$ cat src/rtl/pads_rst_seq.sv
// Reset and power-up sequencer between the chip reset pad and the core.
// Releases pad output enables, then core reset, then fetch, with software reset and scan bypass.
module pads_rst_seq #(
  parameter int SYNC_STAGES  = 2,
  parameter int IO_DELAY     = 16,
  parameter int CORE_DELAY   = 16,
  parameter int SWRST_CYCLES = 8,
  parameter int CNT_W        = 8
) (
  input  logic       clk_i,
  input  logic       rst_ni,
  input  logic       test_mode_i,
  input  logic       sw_rst_req_i,
  output logic       pad_oe_en_o,
  output logic       core_rst_no,
  output logic       fetch_en_o,
  output logic [2:0] state_o,
  output logic [1:0] rst_cause_o
);

  typedef enum logic [2:0] {
    ST_SYNC  = 3'd0,
    ST_IO    = 3'd1,
    ST_CORE  = 3'd2,
    ST_FETCH = 3'd3,
    ST_RUN   = 3'd4,
    ST_SWRST = 3'd5
  } state_t;

  localparam logic [CNT_W-1:0] IO_LAST    = CNT_W'(IO_DELAY - 1);
  localparam logic [CNT_W-1:0] CORE_LAST  = CNT_W'(CORE_DELAY - 1);
  localparam logic [CNT_W-1:0] SWRST_LAST = CNT_W'(SWRST_CYCLES - 1);

  localparam logic [1:0] CAUSE_POR = 2'b01;
  localparam logic [1:0] CAUSE_SW  = 2'b10;

  logic [SYNC_STAGES-1:0] sync_q;
  logic                   rst_sync;

  state_t           state_q, state_d;
  logic [CNT_W-1:0] cnt_q, cnt_d;
  logic             pad_q, pad_d;
  logic             core_q, core_d;
  logic             fetch_q, fetch_d;
  logic [1:0]       cause_q, cause_d;

  // Assertion is immediate through the async clear; only the release is synchronised.
  always_ff @(posedge clk_i or negedge rst_ni) begin
    if (!rst_ni) begin
      sync_q <= '0;
    end else begin
      sync_q <= {sync_q[SYNC_STAGES-2:0], 1'b1};
    end
  end

  assign rst_sync = sync_q[SYNC_STAGES-1];

  always_ff @(posedge clk_i or negedge rst_ni) begin
    if (!rst_ni) begin
      state_q <= ST_SYNC;
      cnt_q   <= '0;
      pad_q   <= 1'b0;
      core_q  <= 1'b0;
      fetch_q <= 1'b0;
      cause_q <= CAUSE_POR;
    end else begin
      state_q <= state_d;
      cnt_q   <= cnt_d;
      pad_q   <= pad_d;
      core_q  <= core_d;
      fetch_q <= fetch_d;
      cause_q <= cause_d;
    end
  end

  always_comb begin
    state_d = state_q;
    cnt_d   = cnt_q;
    pad_d   = pad_q;
    core_d  = core_q;
    fetch_d = fetch_q;
    cause_d = cause_q;
    case (state_q)
      ST_SYNC: begin
        if (rst_sync) begin
          state_d = ST_IO;
          cnt_d   = '0;
        end
      end
      ST_IO: begin
        if (cnt_q == IO_LAST) begin
          state_d = ST_CORE;
          cnt_d   = '0;
          pad_d   = 1'b1;
        end else begin
          cnt_d = cnt_q + CNT_W'(1);
        end
      end
      ST_CORE: begin
        if (cnt_q == CORE_LAST) begin
          state_d = ST_FETCH;
          cnt_d   = '0;
          core_d  = 1'b1;
        end else begin
          cnt_d = cnt_q + CNT_W'(1);
        end
      end
      ST_FETCH: begin
        state_d = ST_RUN;
        fetch_d = 1'b1;
      end
      ST_RUN: begin
        if (sw_rst_req_i) begin
          state_d = ST_SWRST;
          cnt_d   = '0;
          core_d  = 1'b0;
          fetch_d = 1'b0;
          cause_d = CAUSE_SW;
        end
      end
      ST_SWRST: begin
        // Requests arriving here are deliberately ignored so the hold length is fixed.
        if (cnt_q == SWRST_LAST) begin
          state_d = ST_FETCH;
          cnt_d   = '0;
          core_d  = 1'b1;
        end else begin
          cnt_d = cnt_q + CNT_W'(1);
        end
      end
      default: begin
        state_d = ST_SYNC;
        cnt_d   = '0;
      end
    endcase
  end

  // Scan bypass hands core reset straight to the pad while the FSM keeps running.
  assign core_rst_no = test_mode_i ? rst_ni : core_q;
  assign pad_oe_en_o = test_mode_i ? 1'b1   : pad_q;
  assign fetch_en_o  = test_mode_i ? 1'b0   : fetch_q;
  assign state_o     = state_q;
  assign rst_cause_o = cause_q;

endmodule

$ cat config.mk
export PLATFORM = sky130hd
export DESIGN_NAME = pads_rst_seq
export DESIGN_NICKNAME = d
export VERILOG_FILES = /design/src/rtl/pads_rst_seq.sv
export SDC_FILE = /design/constraint.sdc
export NUM_CORES = 1
export LEC_CHECK = 0
export CAP_MARGIN = 10
export CORE_MARGIN = 4
export CORE_UTILIZATION = 30
export CTS_BUF_LIST = sky130_fd_sc_hd__clkbuf_4 sky130_fd_sc_hd__clkbuf_8
export DETAILED_ROUTE_END_ITERATION = 7
export DONT_BUFFER_PORTS = 1
export SLEW_MARGIN = 20
export SYNTH_ARGS = -nofsm -noshare
export SYNTH_HDL_FRONTEND = slang
export SYNTH_SLANG_ARGS = --single-unit
export TNS_END_PERCENT = 30
$ cat constraint.sdc
create_clock -name clk_i -period 2.3 [get_ports clk_i]
set_input_delay 0.23 -clock clk_i [delete_from_list [all_inputs] [get_ports clk_i]]
set_output_delay 0.23 -clock clk_i [all_outputs]
set_load 0.02 [all_outputs]
# Word-level counts from Yosys, hierarchy flattened
# Index checks and enable logic that the tools add are counted.
# totals
ff_bits	18
out_inout_bits	8
word_cells	50
# classes
n_addsub	1
n_eq_ne	12
muxes	19
bitwise	1
n_reduce_logical	10
# op_table
operator	n
8-bit one-hot mux with 5 select lines	1
8-bit two-way mux	4
3-bit one-hot mux with 6 select lines	1
3-bit two-way mux	5
2-bit != test (second input constant)	5
8-bit by 1-bit adder with 8-bit output (second input constant)	1
8-bit by 3-bit == test with 1-bit output (second input constant)	1
8-bit by 4-bit == test with 1-bit output (second input constant)	1
3-bit by 2-bit == test with 1-bit output (second input constant)	2
3-bit == test (second input constant)	2
1-bit two-way mux	6
2-bit AND reduction	3
5-bit AND reduction	1
4-bit AND reduction	1
3-bit by 1-bit == test with 1-bit output (second input constant)	1
3-bit zero test	1
1-bit one-hot mux with 3 select lines	1
3-bit AND reduction	1
3-bit nonzero test	1
1-bit one-hot mux with 2 select lines	1
2-bit nonzero test	1
2-bit OR reduction	1
1-bit inverter	1

# Logic depth before layout (Yosys ltp)
# Gate-level depths: netlist of the first run.
# logic_depth
ltp_word	3
ltp_mapped	6

# Worst setup path before layout of the first run
# No wires, ideal clock.
# synth_timing
path_kind	register to register
startpoint	reg cnt_q[4]
endpoint	reg cnt_q[5]
setup_time_ns	0.128
arrival_time_ns	1.532
required_time_ns	2.172
setup_slack_ns	0.640
stages_incl_launch_ff	6
period_less_slack_ns	1.660
cell_sequence	dfrtp_1 or4_4 or2_1 buf_6 a41oi_2 o22ai_1
# synth_between
elab_chain_len	3
word_cells_on_any_way	6
classes_between	add/sub: 1; eq/ne: 2; mux: 3
# synth_rtl
item	line	source
start, declared	41	logic [CNT_W-1:0] cnt_q, cnt_d;
start signal, assigned	68	cnt_q <= cnt_d;
8-bit by 1-bit adder with 8-bit output, or another cell as far along	96, 105, 128	
8-bit two-way mux, on equally long branches	123, 91, 100	
8-bit one-hot mux with 5 select lines (*)	83	case (state_q)
# Every way passes the cells marked *; elsewhere a longest branch is shown, timed or not.
# A chain may end at the register's enable or synchronous reset.

# Worst setup path in the final report of the first run
# layout_timing
startpoint	reg state_q[2], in the netlist state_o[2]
endpoint	reg cnt_q[3]
# layout_between
elab_chain_len	3
word_cells_on_any_way	12
classes_between	eq/ne: 7; mux: 1; bitwise: 1; reduce/logical: 3
# layout_rtl
item	line	source
start, declared	40	state_t state_q, state_d;
start signal, assigned	67	state_q <= state_d;
3-bit by 2-bit == test with 1-bit output, or another cell as far along	83	
2-bit OR reduction (no line), or another cell as far along	n/a	
8-bit one-hot mux with 5 select lines or 3-bit AND reduction (tied branches)	n/a	
# Several ways; a longest one is shown, not always the timed one.

==> report_table.html, run 1 <==
<table>
<tr><th>Metric</th><th>Value</th></tr>
<tr><th colspan="2">Floorplan</th></tr>
<tr><td>Num ports</td><td>12</td></tr>
<tr><td>Core footprint</td><td>about 3100 µm²</td></tr>
<tr><td>Initial cell density of the core</td><td>0.3212</td></tr>
<tr><td>Die area</td><td>4339 µm²</td></tr>
<tr><td>Standard-cell rows</td><td>20</td></tr>
<tr><td>Die Ht</td><td>roughly 66 µm</td></tr>
<tr><td>Die width</td><td>65.87 µm</td></tr>
<tr><th colspan="2">Worst setup path</th></tr>
<tr><td>Critical path buffer and inverter count</td><td>0</td></tr>
<tr><td>Delay-heaviest family, CP</td><td>compound AO/OA/AOI/OAI gates</td></tr>
<tr><td>Cell type of the slowest stage on the worst timing path</td><td>sky130_fd_sc_hd__dfrtp_1</td></tr>
<tr><td>Required time of the critical path</td><td>between 2000 and 2500 ps</td></tr>
<tr><td>CP max FO</td><td>11</td></tr>
<tr><td>Critical path start-end classification</td><td>flip-flop to flip-flop</td></tr>
<tr><td>Worst path max stage delay</td><td>570 ps</td></tr>
<tr><td>Cell chain of the critical path</td><td>nand2b_1, o21ai_2, nand3_4, o311ai_1</td></tr>
<tr><td>Type of destination of the critical path</td><td>flip-flop</td></tr>
<tr><td>Arrival time worst endpoint</td><td>1990 ps</td></tr>
<tr><td>Critical path launch point type</td><td>flip-flop</td></tr>
<tr><th colspan="2">Clock tree</th></tr>
<tr><td>Depth of the CTS H-tree</td><td>1</td></tr>
<tr><td>TritonCTS sink count</td><td>18</td></tr>
<tr><td>TritonCTS clock tree</td><td>built</td></tr>
<tr><td>Master cell of the clock root buffer</td><td>sky130_fd_sc_hd__clkbuf_4</td></tr>
<tr><td>Post-CTS sizing</td><td>0</td></tr>
<tr><td>CTS max path bufs</td><td>2</td></tr>
<tr><td>Clock buffer count from CTS</td><td>3</td></tr>
<tr><td>Clock transition at the register clock pins on the worst setup and hold paths after CTS</td><td>~110 ps</td></tr>
<tr><td>Clock latency on the worst-skew pair</td><td>approximately 290 ps</td></tr>
<tr><th colspan="2">Synthesis</th></tr>
<tr><td>Number of nets produced by synthesis</td><td>between 100 and 150</td></tr>
<tr><td>Number of flip-flops and latches in the synthesized netlist</td><td>18</td></tr>
<tr><td>Post-synthesis mux area share</td><td>0.03238</td></tr>
<tr><td>Distinct cells, synth</td><td>39</td></tr>
<tr><td>Area fraction in compound gates after synthesis</td><td>0.1756</td></tr>
<tr><td>Dominant combinational cell family by area after synthesis</td><td>simple AND/OR/NAND/NOR gates</td></tr>
<tr><td>Parity-gate share of the synthesized area counting xor and xnor cells</td><td>0</td></tr>
<tr><td>Mean instance size in the synthesized netlist</td><td>9.478 µm²</td></tr>
<tr><td>Post-synthesis instance total</td><td>106</td></tr>
<tr><td>Fraction of the mapped netlist area in simple logic gates</td><td>0.2777</td></tr>
<tr><td>Area of the mapped netlist</td><td>1005 µm²</td></tr>
<tr><td>Syn. warnings</td><td>0</td></tr>
<tr><td>Number of flops mapped to enable cells by yosys</td><td>0</td></tr>
<tr><td>Most used flip-flop cell after synthesis</td><td>sky130_fd_sc_hd__dfrtp_1</td></tr>
<tr><td>Share of synthesized registers carrying an async set or reset</td><td>1.000</td></tr>
<tr><td>Register area share after synthesis</td><td>0.4496</td></tr>
<tr><td>Adder-cell share of the synthesized area</td><td>0.01245</td></tr>
<tr><th colspan="2">Global routing</th></tr>
<tr><td>Met2 Resource Use GR</td><td>0.1589</td></tr>
<tr><td>Layer carrying the most global-route usage</td><td>met2</td></tr>
<tr><td>Total routing resource utilization after global routing</td><td>0.1071</td></tr>
<tr><td>Initial antenna violation count</td><td>0</td></tr>
<tr><td>Maximum number of pins on one net before global-route repair</td><td>19</td></tr>
<tr><td>First-pass GRT wire length</td><td>between 3000 and 4000 µm</td></tr>
<tr><td>Total gr overflow</td><td>0</td></tr>
<tr><td>Vias in the first global route</td><td>768</td></tr>
<tr><td>Global routing met3 resource utilization</td><td>0.04252</td></tr>
<tr><td>Global routing met1 resource utilization</td><td>0.1433</td></tr>
<tr><th colspan="2">Cells and area</th></tr>
<tr><td>Sequential cell area</td><td>451.7 µm²</td></tr>
<tr><td>Antenna Cells</td><td>0</td></tr>
<tr><td>Count of filler cells inserted in the layout</td><td>a little over 300</td></tr>
<tr><td>Fin cells</td><td>151</td></tr>
<tr><td>Area growth from synthesis to final layout</td><td>7.223%</td></tr>
<tr><td>Area of combinational cells with multiple inputs</td><td>504.2 µm²</td></tr>
<tr><td>Fraction of final layout cells with drive strength greater than 1</td><td>0.1402</td></tr>
<tr><td>Final-stage net count</td><td>113</td></tr>
<tr><th colspan="2">Drt</th></tr>
<tr><td>Number of vias per cell</td><td>between 5 and 6</td></tr>
<tr><td>Drt pass-1 iters</td><td>4</td></tr>
<tr><td>Post-detailed-route wirelength per cell</td><td>roughly 14 µm</td></tr>
<tr><td>Antenna-violating nets left</td><td>0</td></tr>
<tr><td>Vias post-DR</td><td>795</td></tr>
<tr><td>Detailed router's first-iteration violation count</td><td>34</td></tr>
<tr><td>Routed Wire Length</td><td>2091 µm</td></tr>
<tr><td>Final routed DRC violation total</td><td>0</td></tr>
<tr><th colspan="2">Run</th></tr>
<tr><td>Max cap viols</td><td>0</td></tr>
<tr><th colspan="2">Timing</th></tr>
<tr><td>Relative slew slack</td><td>0.4683</td></tr>
<tr><td>Final setup violation count</td><td>0</td></tr>
<tr><td>Top achievable clock speed</td><td>approximately 560 MHz</td></tr>
<tr><td>Setup repair after global routing missed its margin</td><td>false</td></tr>
<tr><td>Setup TNS</td><td>0 ps</td></tr>
<tr><td>Final hold vios</td><td>0</td></tr>
<tr><td>Worst clock skew</td><td>11.96 ps</td></tr>
<tr><td>Period utilisation layout</td><td>0.7821</td></tr>
<tr><td>Transition time of the tightest slew-check pin</td><td>795.0 ps</td></tr>
<tr><td>Count of pins over their slew limit</td><td>0</td></tr>
<tr><td>Final critical path time including I/O delays and setup</td><td>1799 ps</td></tr>
<tr><th colspan="2">Pwr</th></tr>
<tr><td>P per Cell Area</td><td>1204 nW/µm²</td></tr>
<tr><td>Standby leakage power</td><td>0.0004274 µW</td></tr>
<tr><td>IR Drop Worst-Case VDD</td><td>between 0.3 and 0.4 mV</td></tr>
<tr><td>Total power consumption of the routed design</td><td>1297 µW</td></tr>
<tr><th colspan="2">Placement</th></tr>
<tr><td>RePlAce Congestion</td><td>0.8108</td></tr>
<tr><td>Number of input and output port buffers inserted</td><td>0</td></tr>
<tr><td>Placed Cells incl. Taps</td><td>about 150</td></tr>
<tr><td>DPL Wire Length</td><td>1523 µm</td></tr>
<tr><th colspan="2">Run status</th></tr>
<tr><td>Status</td><td>complete, no violations</td></tr>
<tr><th colspan="2">Min path</th></tr>
<tr><td>Path class of the lowest-slack min-delay path</td><td>input port to flip-flop</td></tr>
</table>
[Yosys cell counts (3+ instances only)]
cell                       number  area share
sky130_fd_sc_hd__a21oi_1        4       0.020
sky130_fd_sc_hd__clkbuf_1       3       0.011
sky130_fd_sc_hd__dfrtp_1       17        0.42
sky130_fd_sc_hd__inv_1          6       0.022
sky130_fd_sc_hd__nand2_1       12       0.045
sky130_fd_sc_hd__nand2b_1       3       0.019
sky130_fd_sc_hd__nand3_1        4       0.020
sky130_fd_sc_hd__nand4_1        4       0.025
sky130_fd_sc_hd__nor2b_1        4       0.025
sky130_fd_sc_hd__nor4_1         3       0.019
sky130_fd_sc_hd__o211ai_1       3       0.022
sky130_fd_sc_hd__o21ai_1        4       0.020
sky130_fd_sc_hd__o22ai_1        4       0.025
sky130_fd_sc_hd__or2_1          3       0.019
[where the power goes]
group / total (µW) / internal (µW) / switching (µW)
registers: 598 / 417 / 181
logic: 526 / 225 / 300
clock network: 173 / 79.2 / 94.1
[area by class of cell]
| class | instances | area share |
|---|---|---|
| multi-input cells | 77 | 0.4681 |
| clock buffers | 4 | 0.02787 |
| flip-flops and latches | 18 | 0.4193 |
| well taps | 44 | 0.05110 |
| repair buffers | 1 | 0.009292 |
| inverters | 7 | 0.02439 |
[final timing paths]
| check | slack (ps) | depth (start not counted) | end | from |
|---|---|---|---|---|
| min in group asynchronous | 450 | 1 | state_o[2] | rst_ni |
| max in group asynchronous | 1340 | 1 | cnt_q[4] | rst_ni |
| min reg2reg | 360 | 0 | sync_q[1] | sync_q[0] |
| min | 150 | 3 | core_q | sw_rst_req_i |
| max | 500 | 4 | cnt_q[3] | state_o[2] |
| max reg2reg | 500 | 4 | cnt_q[3] | state_o[2] |
[worst min-delay path: cells and delay by family]
kind,cells,cell delay (ps)
AO/OA/AOI/OAI,1,80
buffers and inverters,1,30
AND/OR/NAND/NOR,1,70
[registers in the layout, indices dropped and copies added (netlist names)]
register / count
rst_cause_o: 2
cnt_q: 8
fetch_q: 1
sync_q: 2
state_o: 3
core_q: 1
pad_q: 1
[layout by cell type, fill, tap and decap left out, types with 2 or more instances in the layout]
master / synthesis / layout
sky130_fd_sc_hd__inv_1: 6 / 6
sky130_fd_sc_hd__o21ai_0: 2 / 2
sky130_fd_sc_hd__nor2b_1: 4 / 4
sky130_fd_sc_hd__o21ai_2: 2 / 2
sky130_fd_sc_hd__o211ai_1: 3 / 3
sky130_fd_sc_hd__dfrtp_1: 17 / 17
sky130_fd_sc_hd__nand3b_1: 2 / 2
sky130_fd_sc_hd__clkbuf_4: 0 / 4
sky130_fd_sc_hd__and3_1: 2 / 2
sky130_fd_sc_hd__nand4_1: 4 / 4
sky130_fd_sc_hd__o21ai_1: 4 / 4
sky130_fd_sc_hd__nand2b_1: 3 / 3
sky130_fd_sc_hd__nand4b_1: 2 / 2
sky130_fd_sc_hd__nor2_1: 2 / 2
sky130_fd_sc_hd__a21oi_1: 4 / 4
sky130_fd_sc_hd__o22ai_1: 4 / 4
sky130_fd_sc_hd__or2_1: 3 / 3
sky130_fd_sc_hd__nor4_1: 3 / 3
sky130_fd_sc_hd__nand2_1: 12 / 12
sky130_fd_sc_hd__nand3_1: 4 / 4
sky130_fd_sc_hd__nor3_1: 2 / 2
[logic make-up (layout without fill, tap and decap cells)]
kind of cell	count (synthesis)	after routing
AOI/OAI and AO/OA	25	25
adders and majority gates	1	1
DFF	18	18
and+or+nand+nor	47	47
muxes	3	3
buffers and inverters	11	12
other	1	1
[per-layer routing]
| metal | vias up | wire length [µm] |
|---|---|---|
| met4 | 0 | 20 |
| li1 | 388 | - |
| met2 | 21 | 958 |
| met1 | 384 | 996 |
| met5 | - | 0 |
| met3 | 2 | 116 |
[metrics by stage]
stage | hold slack [ps] | setup WS [ps] | cell area [µm²] | util
3_5_place_dp | -65.06 | 528.8 | 1037 | 0.3316
6_report | 150.5 | 501.1 | 1077 | 0.3444
2_1_floorplan | -65.59 | 640.0 | 1005 | -
3_3_place_gp | -65.20 | 592.5 | 1037 | 0.3316
4_1_cts | 136.3 | 503.7 | 1077 | 0.3444
5_1_grt | 141.3 | 386.8 | 1077 | 0.3444
[timing repair]
action / in CTS / in global routing
hold endpoints to repair: 18 / 0
buffers inserted: 0 / 0
endpoints found under the setup margin: 0 / 0
hold buffers: 1 / 0
Note: power is estimated with default switching activity, not from simulation.
==> inputs of run 2 (changes only) <==
==> constraint.sdc (replaced) <==
create_clock -name clk_i -period 1.7 [get_ports clk_i]
set_input_delay 0.17 -clock clk_i [delete_from_list [all_inputs] [get_ports clk_i]]
set_output_delay 0.17 -clock clk_i [all_outputs]
set_load 0.02 [all_outputs]
==> report_table.html, run 2 (synthesized netlist as in run 1, its figures left out) <==
<table>
<tr><th>Metric</th><th>Value</th></tr>
<tr><th colspan="2">Cells and area</th></tr>
<tr><td>Antenna Cells</td><td>0 (unchanged)</td></tr>
<tr><td>Fraction of final layout cells with drive strength greater than 1</td><td>0.2174 (was 0.1402)</td></tr>
<tr><td>Register with the most flip-flops</td><td>cnt_q (unchanged)</td></tr>
<tr><td>Commonest cells after routing, fill and taps aside</td><td>17 x sky130_fd_sc_hd__dfrtp_1, 12 x sky130_fd_sc_hd__nand2_1, 8 x sky130_fd_sc_hd__buf_4 (was 17 x sky130_fd_sc_hd__dfrtp_1, 12 x sky130_fd_sc_hd__nand2_1, 6 x sky130_fd_sc_hd__inv_1)</td></tr>
<tr><td>Design Area, Final</td><td>1160 µm² (was 1077 µm²)</td></tr>
<tr><td>Count of filler cells inserted in the layout</td><td>303 (was 308)</td></tr>
<tr><td>Area growth from synthesis to final layout</td><td>15.44% (was 7.223%)</td></tr>
<tr><td>Final-stage net count</td><td>121 (was 113)</td></tr>
<tr><td>Most common cell after layout, fill and taps aside</td><td>sky130_fd_sc_hd__dfrtp_1 (unchanged)</td></tr>
<tr><td>Max reg flops</td><td>8 (unchanged)</td></tr>
<tr><td>Fin cells</td><td>159 (was 151)</td></tr>
<tr><td>Final core utilization</td><td>0.3708 (was 0.3444)</td></tr>
<tr><td>Sequential cell area</td><td>451.7 µm² (unchanged)</td></tr>
<tr><td>Area of combinational cells with multiple inputs</td><td>520.5 µm² (was 504.2 µm²)</td></tr>
<tr><th colspan="2">Drt</th></tr>
<tr><td>Final routed DRC violation total</td><td>0 (unchanged)</td></tr>
<tr><td>Drt pass-1 iters</td><td>4 (unchanged)</td></tr>
<tr><td>Vias post-DR</td><td>851 (was 795)</td></tr>
<tr><td>Highest metal layer with signal wires</td><td>met4 (unchanged)</td></tr>
<tr><td>Routed Wire Length</td><td>2299 µm (was 2091 µm)</td></tr>
<tr><td>Antenna-violating nets left</td><td>0 (unchanged)</td></tr>
<tr><td>Met1 wire length</td><td>1073 µm (was 996 µm)</td></tr>
<tr><td>Detailed router's first-iteration violation count</td><td>54 (was 34)</td></tr>
<tr><td>Number of vias per cell</td><td>5.352 (was 5.265)</td></tr>
<tr><td>Post-detailed-route wirelength per cell</td><td>14.46 µm (was 13.85 µm)</td></tr>
<tr><td>Total length of routed met2 wires</td><td>1077 µm (was 958 µm)</td></tr>
<tr><td>Total met3 wirelength after detailed routing</td><td>108 µm (was 116 µm)</td></tr>
<tr><th colspan="2">Clock tree</th></tr>
<tr><td>Clock latency on the worst-skew pair</td><td>310 ps (was 290 ps)</td></tr>
<tr><td>TritonCTS sink count</td><td>18 (unchanged)</td></tr>
<tr><td>CTS max path bufs</td><td>2 (unchanged)</td></tr>
<tr><td>Post-CTS repair timing setup buffer count</td><td>0 (unchanged)</td></tr>
<tr><td>TritonCTS clock tree</td><td>built (unchanged)</td></tr>
<tr><td>Clock transition at the register clock pins on the worst setup and hold paths after CTS</td><td>110 ps (about the same)</td></tr>
<tr><td>Depth of the CTS H-tree</td><td>1 (unchanged)</td></tr>
<tr><td>Clock buffer count from CTS</td><td>3 (unchanged)</td></tr>
<tr><td>Master cell of the clock root buffer</td><td>sky130_fd_sc_hd__clkbuf_4 (unchanged)</td></tr>
<tr><th colspan="2">Placement</th></tr>
<tr><td>Number of input and output port buffers inserted</td><td>0 (unchanged)</td></tr>
<tr><td>Post-detailed-placement cell area</td><td>1097 µm² (was 1037 µm²)</td></tr>
<tr><td>Pre-CTS setup slack</td><td>5.926 ps (was 528.8 ps)</td></tr>
<tr><td>RePlAce Congestion</td><td>0.9333 (was 0.8108)</td></tr>
<tr><td>DPL Wire Length</td><td>1628 µm (was 1523 µm)</td></tr>
<tr><td>Placed Cells incl. Taps</td><td>154 (was 146)</td></tr>
<tr><th colspan="2">Floorplan</th></tr>
<tr><td>Core footprint</td><td>3128 µm² (unchanged)</td></tr>
<tr><td>Die Ht</td><td>65.87 µm (unchanged)</td></tr>
<tr><td>Initial cell density of the core</td><td>0.3212 (unchanged)</td></tr>
<tr><td>Die width</td><td>65.87 µm (unchanged)</td></tr>
<tr><td>Num ports</td><td>12 (unchanged)</td></tr>
<tr><td>Die area</td><td>4339 µm² (unchanged)</td></tr>
<tr><td>Standard-cell rows</td><td>20 (unchanged)</td></tr>
<tr><th colspan="2">Timing</th></tr>
<tr><td>Setup TNS</td><td>0 ps (unchanged)</td></tr>
<tr><td>Top achievable clock speed</td><td>611.8 MHz (was 555.9 MHz)</td></tr>
<tr><td>Count of pins over their slew limit</td><td>0 (unchanged)</td></tr>
<tr><td>Final critical path time including I/O delays and setup</td><td>1635 ps (was 1799 ps)</td></tr>
<tr><td>Period utilisation layout</td><td>0.9615 (was 0.7821)</td></tr>
<tr><td>Worst clock skew</td><td>4.911 ps (was 11.96 ps)</td></tr>
<tr><td>Transition time of the tightest slew-check pin</td><td>781.7 ps (was 795.0 ps)</td></tr>
<tr><td>Final hold vios</td><td>0 (unchanged)</td></tr>
<tr><td>Setup slack after layout</td><td>65.40 ps (was 501.1 ps)</td></tr>
<tr><td>Final setup violation count</td><td>0 (unchanged)</td></tr>
<tr><td>Setup repair after global routing missed its margin</td><td>true (was false)</td></tr>
<tr><td>Relative slew slack</td><td>0.4771 (was 0.4683)</td></tr>
<tr><th colspan="2">Pwr</th></tr>
<tr><td>P per Cell Area</td><td>1697 nW/µm² (was 1204 nW/µm²)</td></tr>
<tr><td>IR Drop Worst-Case VDD</td><td>0.4040 mV (was 0.3166 mV)</td></tr>
<tr><td>Standby leakage power</td><td>0.0004750 µW (was 0.0004274 µW)</td></tr>
<tr><th colspan="2">Global routing</th></tr>
<tr><td>Maximum number of pins on one net before global-route repair</td><td>19 (unchanged)</td></tr>
<tr><td>Initial antenna violation count</td><td>0 (unchanged)</td></tr>
<tr><td>First-pass GRT wire length</td><td>4126 µm (was 3581 µm)</td></tr>
<tr><td>Vias in the first global route</td><td>836 (was 768)</td></tr>
<tr><td>Total gr overflow</td><td>0 (unchanged)</td></tr>
<tr><td>Total routing resource utilization after global routing</td><td>0.1239 (was 0.1071)</td></tr>
<tr><th colspan="2">Worst setup path</th></tr>
<tr><td>Critical path start-end classification</td><td>flip-flop to flip-flop (unchanged)</td></tr>
<tr><td>Required time of the critical path</td><td>1900 ps (was 2490 ps)</td></tr>
<tr><td>CP max FO</td><td>6 (was 11)</td></tr>
<tr><td>Length in cells of the worst reg-to-reg path</td><td>4 (unchanged)</td></tr>
<tr><td>Flop-to-flop setup slack</td><td>70 ps (was 500 ps)</td></tr>
<tr><td>Critical path launch point type</td><td>flip-flop (unchanged)</td></tr>
<tr><td>Type of destination of the critical path</td><td>flip-flop (unchanged)</td></tr>
<tr><td>Arrival time worst endpoint</td><td>1830 ps (was 1990 ps)</td></tr>
<tr><td>Origin of the critical flop-to-flop path</td><td>cnt_q[4] (was state_o[2])</td></tr>
<tr><td>Critical R2R Capture</td><td>cnt_q[5] (was cnt_q[3])</td></tr>
<tr><th colspan="2">Min path</th></tr>
<tr><td>Hold path start</td><td>sw_rst_req_i (unchanged)</td></tr>
<tr><td>Sink of the worst hold path</td><td>rst_cause_o[0] (was core_q)</td></tr>
<tr><td>Worst hold path stage count</td><td>2 (was 3)</td></tr>
<tr><td>Path class of the lowest-slack min-delay path</td><td>input port to flip-flop (unchanged)</td></tr>
<tr><th colspan="2">Run</th></tr>
<tr><td>Max cap viols</td><td>0 (unchanged)</td></tr>
<tr><th colspan="2">Run status</th></tr>
<tr><td>Status</td><td>complete, no violations (unchanged)</td></tr>
</table>
==> run 2: final cells by class <==
class / count / share of cell area
clock buffer: 4 / 0.03128
inverter: 7 / 0.02265
multi-input combinational: 77 / 0.4488
timing repair buffer: 9 / 0.06041
sequential: 18 / 0.3894
tap: 44 / 0.04747
==> run 2: power breakdown <==
part           leakage, µW  switching (µW)  internal (µW)
sequential        0.000220             178            565
clock            0.0000210             147            131
combinational     0.000234             527            420
total             0.000475             852           1120
==> run 2: metrics by stage <==
stage	hold slack (ps)	power (µW)
floorplan	-125.6	1362
global placement	-125.2	1609
global route	70.45	2113
CTS	67.06	1929
finish	55.11	1968
detailed placement	-125.0	1634
==> run 2: critical path, stage by stage (launching register included) <==
cell	delay, ps
sky130_fd_sc_hd__dfrtp_1	420
sky130_fd_sc_hd__or4_4	580
sky130_fd_sc_hd__or2_4	290
sky130_fd_sc_hd__a41oi_2	140
sky130_fd_sc_hd__o22ai_1	100
==> run 2: how the worst max path moves through the flow <==
stage                  start        to  cells past startpoint
CTS                 cnt_q[4]    core_q                      4
finish              cnt_q[4]  cnt_q[5]                      4
floorplan           cnt_q[4]  cnt_q[5]                      5
detailed placement  cnt_q[4]  cnt_q[5]                      4
global route        cnt_q[4]    core_q                      4
global placement    cnt_q[4]  cnt_q[5]                      4
==> run 2: what timing repair did <==
| item | in CTS | in global routing |
|---|---|---|
| pin swaps | 0 | 1 |
| endpoints found under the setup margin | 3 | 3 |
| hold buffers | 1 | 0 |
| endpoints found under the hold margin | 18 | 0 |
| gates resized for setup | 1 | 2 |
==> run 2: layer usage <==
metal	global-route usage	vias to the layer above
met5	0	-
met4	0.06995	0
met3	0.03231	4
met2	0.1852	22
met1	0.1602	424
li1	-	401
